===== config.mk =====
export PLATFORM = sky130hd
export DESIGN_NAME = dmem_axi_bridge
export DESIGN_NICKNAME = d
export VERILOG_FILES = /design/src/rtl/dmem_axi_bridge.sv
export SDC_FILE = /design/constraint.sdc
export NUM_CORES = 1
export LEC_CHECK = 0
export CAP_MARGIN = 20
export CORE_MARGIN = 2
export CORE_UTILIZATION = 36
export CTS_CLUSTER_SIZE = 12
export DETAILED_ROUTE_END_ITERATION = 10
export MAX_ROUTING_LAYER = met4
export PLACE_DENSITY = 0.79
export SETUP_SLACK_MARGIN = 0.1
export SYNTH_ARGS = -nofsm -noshare
export SYNTH_HDL_FRONTEND = slang
export SYNTH_SLANG_ARGS = --single-unit

===== constraint.sdc =====
create_clock -name clk -period 4.3 [get_ports clk]
set_input_delay 1.29 -clock clk [delete_from_list [all_inputs] [get_ports clk]]
set_output_delay 1.29 -clock clk [all_outputs]
set_load 0.05 [all_outputs]

===== src/rtl/dmem_axi_bridge.sv =====
// dmem_axi_bridge
// Bridges a single-request data-cache port onto a single-beat AXI master.
// One request is in flight at a time. The request is latched in IDLE, so the
// cache may change its inputs freely until c_ready pulses.
//
// Ports
//   clk, clrn                   clock, asynchronous active-low reset
//   c_a, c_din, c_wen, c_size,
//   c_rw, c_strobe              cache request (level strobe, held until c_ready)
//   c_dout, c_ready             cache read data and one-cycle completion pulse
//   araddr/arsize/arvalid/arready, rdata/rvalid/rready      AXI read channels
//   awaddr/awsize/awvalid/awready, wdata/wstrb/wvalid/wready,
//   bvalid/bready                                            AXI write channels
//
// Build option
//   DBRIDGE_KSEG_MAP_EN  when defined, kseg0/kseg1 addresses (bits[31:29] of
//                        3'b100 or 3'b101) are issued with bits[31:29] cleared.
//                        This assumes A_WIDTH >= 32.
//
// state | meaning
// ------+---------------------------------------------------------------
// IDLE  | waiting for c_strobe; latches the request when it is seen
// AR    | arvalid high until arready
// R     | rready high until rvalid; read data captured into c_dout
// AWW   | awvalid/wvalid high, each dropping after its own handshake
// B     | bready high until bvalid (bresp ignored)
// DONE  | c_ready high for one cycle, then back to IDLE
module dmem_axi_bridge #(
    parameter int A_WIDTH = 32
) (
    input  logic               clk,
    input  logic               clrn,
    input  logic [A_WIDTH-1:0] c_a,
    input  logic [31:0]        c_din,
    output logic [31:0]        c_dout,
    input  logic               c_strobe,
    input  logic [3:0]         c_wen,
    input  logic [1:0]         c_size,
    input  logic               c_rw,
    output logic               c_ready,
    output logic [A_WIDTH-1:0] araddr,
    output logic [2:0]         arsize,
    output logic               arvalid,
    input  logic               arready,
    input  logic [31:0]        rdata,
    input  logic               rvalid,
    output logic               rready,
    output logic [A_WIDTH-1:0] awaddr,
    output logic [2:0]         awsize,
    output logic               awvalid,
    input  logic               awready,
    output logic [31:0]        wdata,
    output logic [3:0]         wstrb,
    output logic               wvalid,
    input  logic               wready,
    input  logic               bvalid,
    output logic               bready
);

    typedef enum logic [2:0] {
        IDLE,
        AR,
        R,
        AWW,
        B,
        DONE
    } state_t;

    state_t state;

    // A write channel counts as finished once its valid has dropped, or in the
    // cycle its handshake happens.
    logic aw_ok;
    logic w_ok;

    assign aw_ok = !awvalid || awready;
    assign w_ok  = !wvalid  || wready;

    function automatic logic [A_WIDTH-1:0] map_addr(input logic [A_WIDTH-1:0] a);
        logic [A_WIDTH-1:0] m;
        m = a;
`ifdef DBRIDGE_KSEG_MAP_EN
        if (a[31:30] == 2'b10) begin
            m[31:29] = 3'b000;
        end
`endif
        return m;
    endfunction

    always_ff @(posedge clk or negedge clrn) begin
        if (!clrn) begin
            state   <= IDLE;
            c_ready <= 1'b0;
            c_dout  <= '0;
            araddr  <= '0;
            awaddr  <= '0;
            arsize  <= '0;
            awsize  <= '0;
            arvalid <= 1'b0;
            awvalid <= 1'b0;
            wvalid  <= 1'b0;
            rready  <= 1'b0;
            bready  <= 1'b0;
            wdata   <= '0;
            wstrb   <= '0;
        end else begin
            case (state)
                IDLE: begin
                    c_ready <= 1'b0;
                    if (c_strobe) begin
                        araddr <= map_addr(c_a);
                        awaddr <= map_addr(c_a);
                        arsize <= {1'b0, c_size};
                        awsize <= {1'b0, c_size};
                        wdata  <= c_din;
                        wstrb  <= c_wen;
                        if (c_rw) begin
                            awvalid <= 1'b1;
                            wvalid  <= 1'b1;
                            state   <= AWW;
                        end else begin
                            arvalid <= 1'b1;
                            state   <= AR;
                        end
                    end
                end
                AR: begin
                    if (arready) begin
                        arvalid <= 1'b0;
                        rready  <= 1'b1;
                        state   <= R;
                    end
                end
                R: begin
                    if (rvalid) begin
                        c_dout  <= rdata;
                        rready  <= 1'b0;
                        c_ready <= 1'b1;
                        state   <= DONE;
                    end
                end
                AWW: begin
                    if (awvalid && awready) begin
                        awvalid <= 1'b0;
                    end
                    if (wvalid && wready) begin
                        wvalid <= 1'b0;
                    end
                    if (aw_ok && w_ok) begin
                        bready <= 1'b1;
                        state  <= B;
                    end
                end
                B: begin
                    if (bvalid) begin
                        bready  <= 1'b0;
                        c_ready <= 1'b1;
                        state   <= DONE;
                    end
                end
                DONE: begin
                    c_ready <= 1'b0;
                    state   <= IDLE;
                end
                default: state <= IDLE;
            endcase
        end
    end

endmodule


## Yosys cells after proc, flatten, opt, wreduce, memory -nomap -nowiden

Cells that the tools add are included.
W data, S select, Z words.

- Register bits: 111
- Input port bits: 111
- Output and inout port bits: 144
- Logic and storage cells: 75

- Equal/unequal tests: 14
- Multiplexer cells: 26
- Reduce and logical (&&, ||, !) cells: 23

Operators with widths:

| operator | number |
|---|---|
| $ne A2 B2 Y1 const B | 9 |
| $mux W3 | 5 |
| $pmux W3 S5 | 1 |
| $mux W1 | 13 |
| $reduce_and A4 Y1 | 3 |
| $pmux W1 S2 | 5 |
| $reduce_and A3 Y1 | 3 |
| $reduce_bool A2 Y1 | 4 |
| $eq A3 B2 Y1 const B | 2 |
| $eq A3 B3 Y1 const B | 2 |
| $reduce_and A5 Y1 | 1 |
| $reduce_and A2 Y1 | 2 |
| $eq A3 B1 Y1 const B | 1 |
| $logic_and A1 B1 Y1 | 3 |
| $logic_not A3 Y1 | 1 |
| $pmux W1 S3 | 1 |
| $reduce_bool A3 Y1 | 1 |
| $logic_not A1 Y1 | 2 |
| $logic_or A1 B1 Y1 | 2 |
| $mux W2 | 1 |
| $reduce_or A2 Y1 | 1 |

## Depth between registers and ports, before layout

Gate-level depths: netlist of the first run.

- Depth after elaboration: 5
- Depth in mapped cells: 6
- Gate-level depth less buffers: 3

## Worst setup path after synthesis of the first run

Ideal clock, no wire load.

- Path kind: input -> register
- Start point: in c_strobe
- End point: reg awaddr[17]
- Arrival time: 2296 ps
- Setup slack: 1879 ps
- Stages on the path: 3
- Buffers on the path: 1
- Cells stage by stage: nor4b_4 buf_6 mux2_2

- Cells in the longest elaborated chain, start to end: 1

Ends and longest elaborated chain:

| what | RTL line | text |
|---|---|---|
| start, declared | 36 | `input logic c_strobe,` |
| $reduce_and A2 Y1 (no line) | - |  |
| end signal, assigned | 112 | `awaddr <= map_addr(c_a);` |
| end, declared | 48 | `output logic [A_WIDTH-1:0] awaddr,` |

No other way between the ends.
A chain may end at the register's enable or synchronous reset.

==> flow_summary.toml, run 1 <==
[cts]
clk_latency_ps = 330
cts_setup_buffers = 0
cts.repair.resized = 0
clock-sinks = 111
cts_tree = "done"
path_clk_slew_ps = 80
cts_made_buffers = 9
root_buffer = "clkbuf_16"
cts_hold_buf = 0
htree_levels = 3
clockBufferDepth = 2

[setup_path]
r2r_start = "state[0]$_DFFE_PN0P_"
crit_buf_inv = 1
critPathLaunchType = "flip-flop"
max_stage_delay_ps = 840
crit_family = "buffers and inverters"
r2r-end = "c_dout[23]$_DFFE_PN0P_"
critPathCaptureType = "output port"
cp_max_fo = 3
critPathArrivalTime_ps = 1560
cp_cell_sequence = "clkdlybuf4s50_1"
crit_slowest_cell = "clkdlybuf4s50_1"
path_class = "flip-flop to output port"
regToRegSetupSlack_ps = 2120
worstPathRequired_ps = 3010
reg2regPathDepth = 3

[floorplan]
die_width_um = 117
initial_core_util = 0.367
dieArea_um2 = 13700
rows = 41
die_h_um = 117
core-area_um2 = 12500
pin_count = 255

[sta]
max_freq_mhz = 351
rsz0062_at_grt = "no"
tightest_slew_ps = 781
tns_ps = 0
post-route-period-util = 0.662
layout_min_cycle_time_ps = 2850
slew_violations = 0
finClkSkew_ps = 10.5
max-slew-margin-rel = 0.479
setup_violations = 0
hold_viol = 0

[global_route]
gr-total-overflow = 0
track_usage = 0.159
grt_pass1_wl_mm = 16.3
grt_max_degree = 72
antenna_found_initial = 0
grt_pass1_vias = 3299

[route]
wl_per_cell_um = 16.0
ant_nets = 0
drt_first_pass_iters = 4
vias = 3188
drt-initial-drc-count = 93
routed_via_density = 4.57
wirelength_mm = 11.2
drc = 0

[logic_synthesis]
ys_seq_elements = 111
ys_types = 27
ys_seq_area_frac = 0.605
netlist_instances = 305
syn_area_um2 = 4590
yosysWarnings = 0
synth.avg_cell_area_um2 = 15.0

[placement]
port_buffers = 252
place_congestion = 0.786
dp_hpwl_mm = 8.46

[hold_path]
hold_class = "flip-flop to flip-flop"
whs_path_depth = 1
hold-path-endpoint = "wdata[1]$_DFFE_PN0P_"
hold_start = "wdata[1]$_DFFE_PN0P_"

[finish]
synthToLayoutAreaGrowth_pct = 58.3
antenna_cells = 0
nets = 632
drive_above_1_share = 0.120

[run_status]
status = "completed"

[flow_run]
cap_violations = 0
per-layer routing:
layer  up-vias  part of all wire  global-route usage  routed length, um
met5         -                 0                   -                  0
met2       140              0.52               0.274               5830
met3        14             0.083              0.0376                925
met1      1581              0.38               0.179               4230
li1       1453                 -                   -                  -
met4         0             0.016              0.0620                176
per-stage QoR:
stage / utilization / cells / setup WS (ps) / hold WS (ps) / area (um2)
global route: 0.580 / 697 / 1390 / 505 / 7260
global placement: 0.557 / 682 / 1220 / 467 / 6980
CTS: 0.580 / 697 / 1430 / 491 / 7260
finish: 0.580 / 697 / 1450 / 484 / 7260
floorplan: - / 306 / 1880 / 555 / 4590
detailed placement: 0.557 / 682 / 1150 / 474 / 6980
worst max-delay path by stage:
stage	startpoint	endpoint	slack [ps]	cells past startpoint
after floorplan	c_strobe	awaddr[17]$_DFFE_PN0P_	1880	3
after global placement	rvalid	c_dout[28]$_DFFE_PN0P_	1220	3
after detailed placement	rvalid	c_dout[23]$_DFFE_PN0P_	1150	3
after CTS	wvalid$_DFFE_PN0P_	wvalid	1430	1
after global routing	wvalid$_DFFE_PN0P_	wvalid	1390	1
final	awaddr[14]$_DFFE_PN0P_	araddr[14]	1450	1
cells by family (layout without fill, tap and decap cells):
| family | after synthesis | after routing | share of synthesized area |
|---|---|---|---|
| and+or+nand+nor | 19 | 19 | 0.0259 |
| other | 1 | 2 | 0.000817 |
| buffers and inverters | 52 | 271 | 0.0870 |
| DFF | 111 | 111 | 0.605 |
| AOI/OAI and AO/OA | 20 | 20 | 0.0305 |
| muxes | 102 | 102 | 0.250 |
cell type report:
type                       instances  area, um2
timing repair buffer             254       2560
inverter                           2       7.51
sequential                       111       2780
multi-input combinational        143       1420
clock buffer                       9        225
clock inverter                     6       61.3
tap                              172        215
fill                            1058       5250
flip-flops by register name (all words and copies together) (netlist names):
signal,cells
bready,1
awvalid,1
wvalid,1
state,3
awaddr,32
wdata,32
c_ready,1
awsize,2
wstrb,4
rready,1
arvalid,1
c_dout,32
synthesized netlist by cell type:
master | n | share of area
nand2_1 | 3 | 0.0025
inv_1 | 2 | 0.0016
a32o_1 | 1 | 0.0022
nand3b_1 | 2 | 0.0033
clkbuf_1 | 2 | 0.0016
nand2b_1 | 4 | 0.0055
mux2_2 | 42 | 0.10
nor2_1 | 4 | 0.0033
o221ai_1 | 1 | 0.0019
nor2b_1 | 2 | 0.0027
o2bb2ai_1 | 3 | 0.0057
a221oi_1 | 1 | 0.0019
nor4b_4 | 1 | 0.0052
buf_2 | 1 | 0.0011
a31o_2 | 1 | 0.0019
conb_1 | 1 | 0.00082
o22a_1 | 1 | 0.0019
buf_4 | 40 | 0.065
and3_1 | 1 | 0.0014
nor3_1 | 1 | 0.0011
dfrtp_1 | 111 | 0.61
nand3_1 | 1 | 0.0011
buf_6 | 7 | 0.017
mux2_1 | 60 | 0.15
a311oi_1 | 1 | 0.0019
a21oi_1 | 7 | 0.0076
a31oi_1 | 4 | 0.0055
cell usage in the layout, fill, tap and decap left out, types with 3 or more instances in the layout:
cell type / netlist / layout
nand2b_1: 4 / 4
mux2_2: 42 / 42
clkbuf_16: 0 / 9
a21oi_1: 7 / 7
nor2_1: 4 / 4
nand2_1: 3 / 3
a31oi_1: 4 / 4
dfrtp_1: 111 / 111
o2bb2ai_1: 3 / 3
mux2_1: 60 / 60
clkdlybuf4s50_1: 0 / 251
clkinv_2: 0 / 3
Power of run 1 is left out: the tool's default activity adds up to more than one toggle a clock period on the data nets, which glitch-free logic cannot reach.
==> inputs of run 2 (changes only) <==
Clock period 4.3 ns to 2.7 ns, I/O delays scaled along.
==> run 2 against run 1 <==
  * Clock skew fell by 3.1 ps
  * Largest cell class unchanged
  * Sequential share of layout area fell by 0.73 points
  * Core utilization is 1.1 points higher
  * Via count increased by 2.1%
  * Highest routed layer unchanged
  * Critical endpoint is now c_ready
==> flow_summary.toml, run 2 (synthesized netlist as in run 1, its figures left out) <==
[run_status]
status = "completed"

[setup_path]
critPathArrivalTime_ps = 1600
crit_slowest_cell = "clkdlybuf4s50_1"
critPathLaunchType = "flip-flop"
path_class = "flip-flop to output port"
max_stage_delay_ps = 840
crit_family = "buffers and inverters"
cp_max_fo = 4
cp_cell_sequence = "clkdlybuf4s50_1"
critPathCaptureType = "output port"
crit_buf_inv = 1
worstPathRequired_ps = 1890

[cts]
clock-sinks = 111
cts_hold_buf = 0
cts_setup_buffers = 0
cts.repair.resized = 0
htree_levels = 3
path_clk_slew_ps = 70
clk_latency_ps = 350
root_buffer = "clkbuf_16"
cts_made_buffers = 9
clockBufferDepth = 2
cts_tree = "done"

[sta]
max_freq_mhz = 415
hold_viol = 0
finClkSkew_ps = 7.37
rsz0062_at_grt = "no"
setup_violations = 0
max-slew-margin-rel = 0.631
post-route-period-util = 0.892
slew_violations = 0
tns_ps = 0
tightest_slew_ps = 552
whs_ps = 412
layout_min_cycle_time_ps = 2410

[placement]
port_buffers = 252
dp_hpwl_mm = 9.01
place_congestion = 0.801

[route]
drc = 0
drt-initial-drc-count = 120
vias = 3254
ant_nets = 0
drt_first_pass_iters = 4
wirelength_mm = 11.7
wl_per_cell_um = 16.7
routed_via_density = 4.63

[finish]
multiInputGateArea_um2 = 1420
fin_util = 0.592
nets = 637
seqCellArea_um2 = 2780
antenna_cells = 0
drive_above_1_share = 0.130
largestRegisters = "awaddr x32, c_dout x32, wdata x32"
final_common_cell = "clkdlybuf4s50_1"
nFillCells = 1050
final_cell_mix = "clkdlybuf4s50_1 (251), dfrtp_1 (111), mux2_1 (60)"
synthToLayoutAreaGrowth_pct = 61.4

[global_route]
grt_max_degree = 42
grt_pass1_wl_mm = 17.6
antenna_found_initial = 0
gr-total-overflow = 0
track_usage = 0.174
grt_pass1_vias = 3374

[floorplan]
core-area_um2 = 12500
die_width_um = 117
initial_core_util = 0.367
dieArea_um2 = 13700
rows = 41
die_h_um = 117
pin_count = 255

[hold_path]
hold_class = "input pin to asynchronous set/reset pin"

[flow_run]
cap_violations = 0
[run 2: path summary, 6_finish.rpt]
path	startpoint	cells after the start	slack, ps	endpoint
max reg2reg	state[0]$_DFFE_PN0P_	4	860	c_dout[6]$_DFFE_PN0P_
min	clrn	1	410	wdata[2]$_DFFE_PN0P_
max in group asynchronous	clrn	2	1640	awaddr[23]$_DFFE_PN0P_
min reg2reg	wdata[27]$_DFFE_PN0P_	1	490	wdata[27]$_DFFE_PN0P_
min in group clk	wdata[27]$_DFFE_PN0P_	1	490	wdata[27]$_DFFE_PN0P_
max	c_ready$_DFFE_PN0P_	1	290	c_ready
[run 2: per-layer routing]
layer	global-route usage	vias up	routed length (um)
li1	-	1469	-
met1	0.204	1620	4480
met2	0.293	149	6110
met3	0.0386	16	900
met4	0.0675	0	226
met5	-	-	0
[run 2: cell type report]
cell class,instances,area share
Clock buffer,12,0.0360
Sequential cell,111,0.375
Multi-Input combinational cell,143,0.191
Timing Repair Buffer,259,0.354
Inverter,2,0.00101
Clock inverter,4,0.0133
Tap cell,172,0.0291
[run 2: through the flow]
step / cells / worst slack [ps] / cell area (um2)
global route: 703 / 240 / 7400
detailed placement: 687 / 165 / 7040
finish: 703 / 292 / 7400
CTS: 703 / 285 / 7400
global placement: 687 / 218 / 7040
floorplan: 306 / 759 / 4590
Power of run 2 is left out for the same reason.
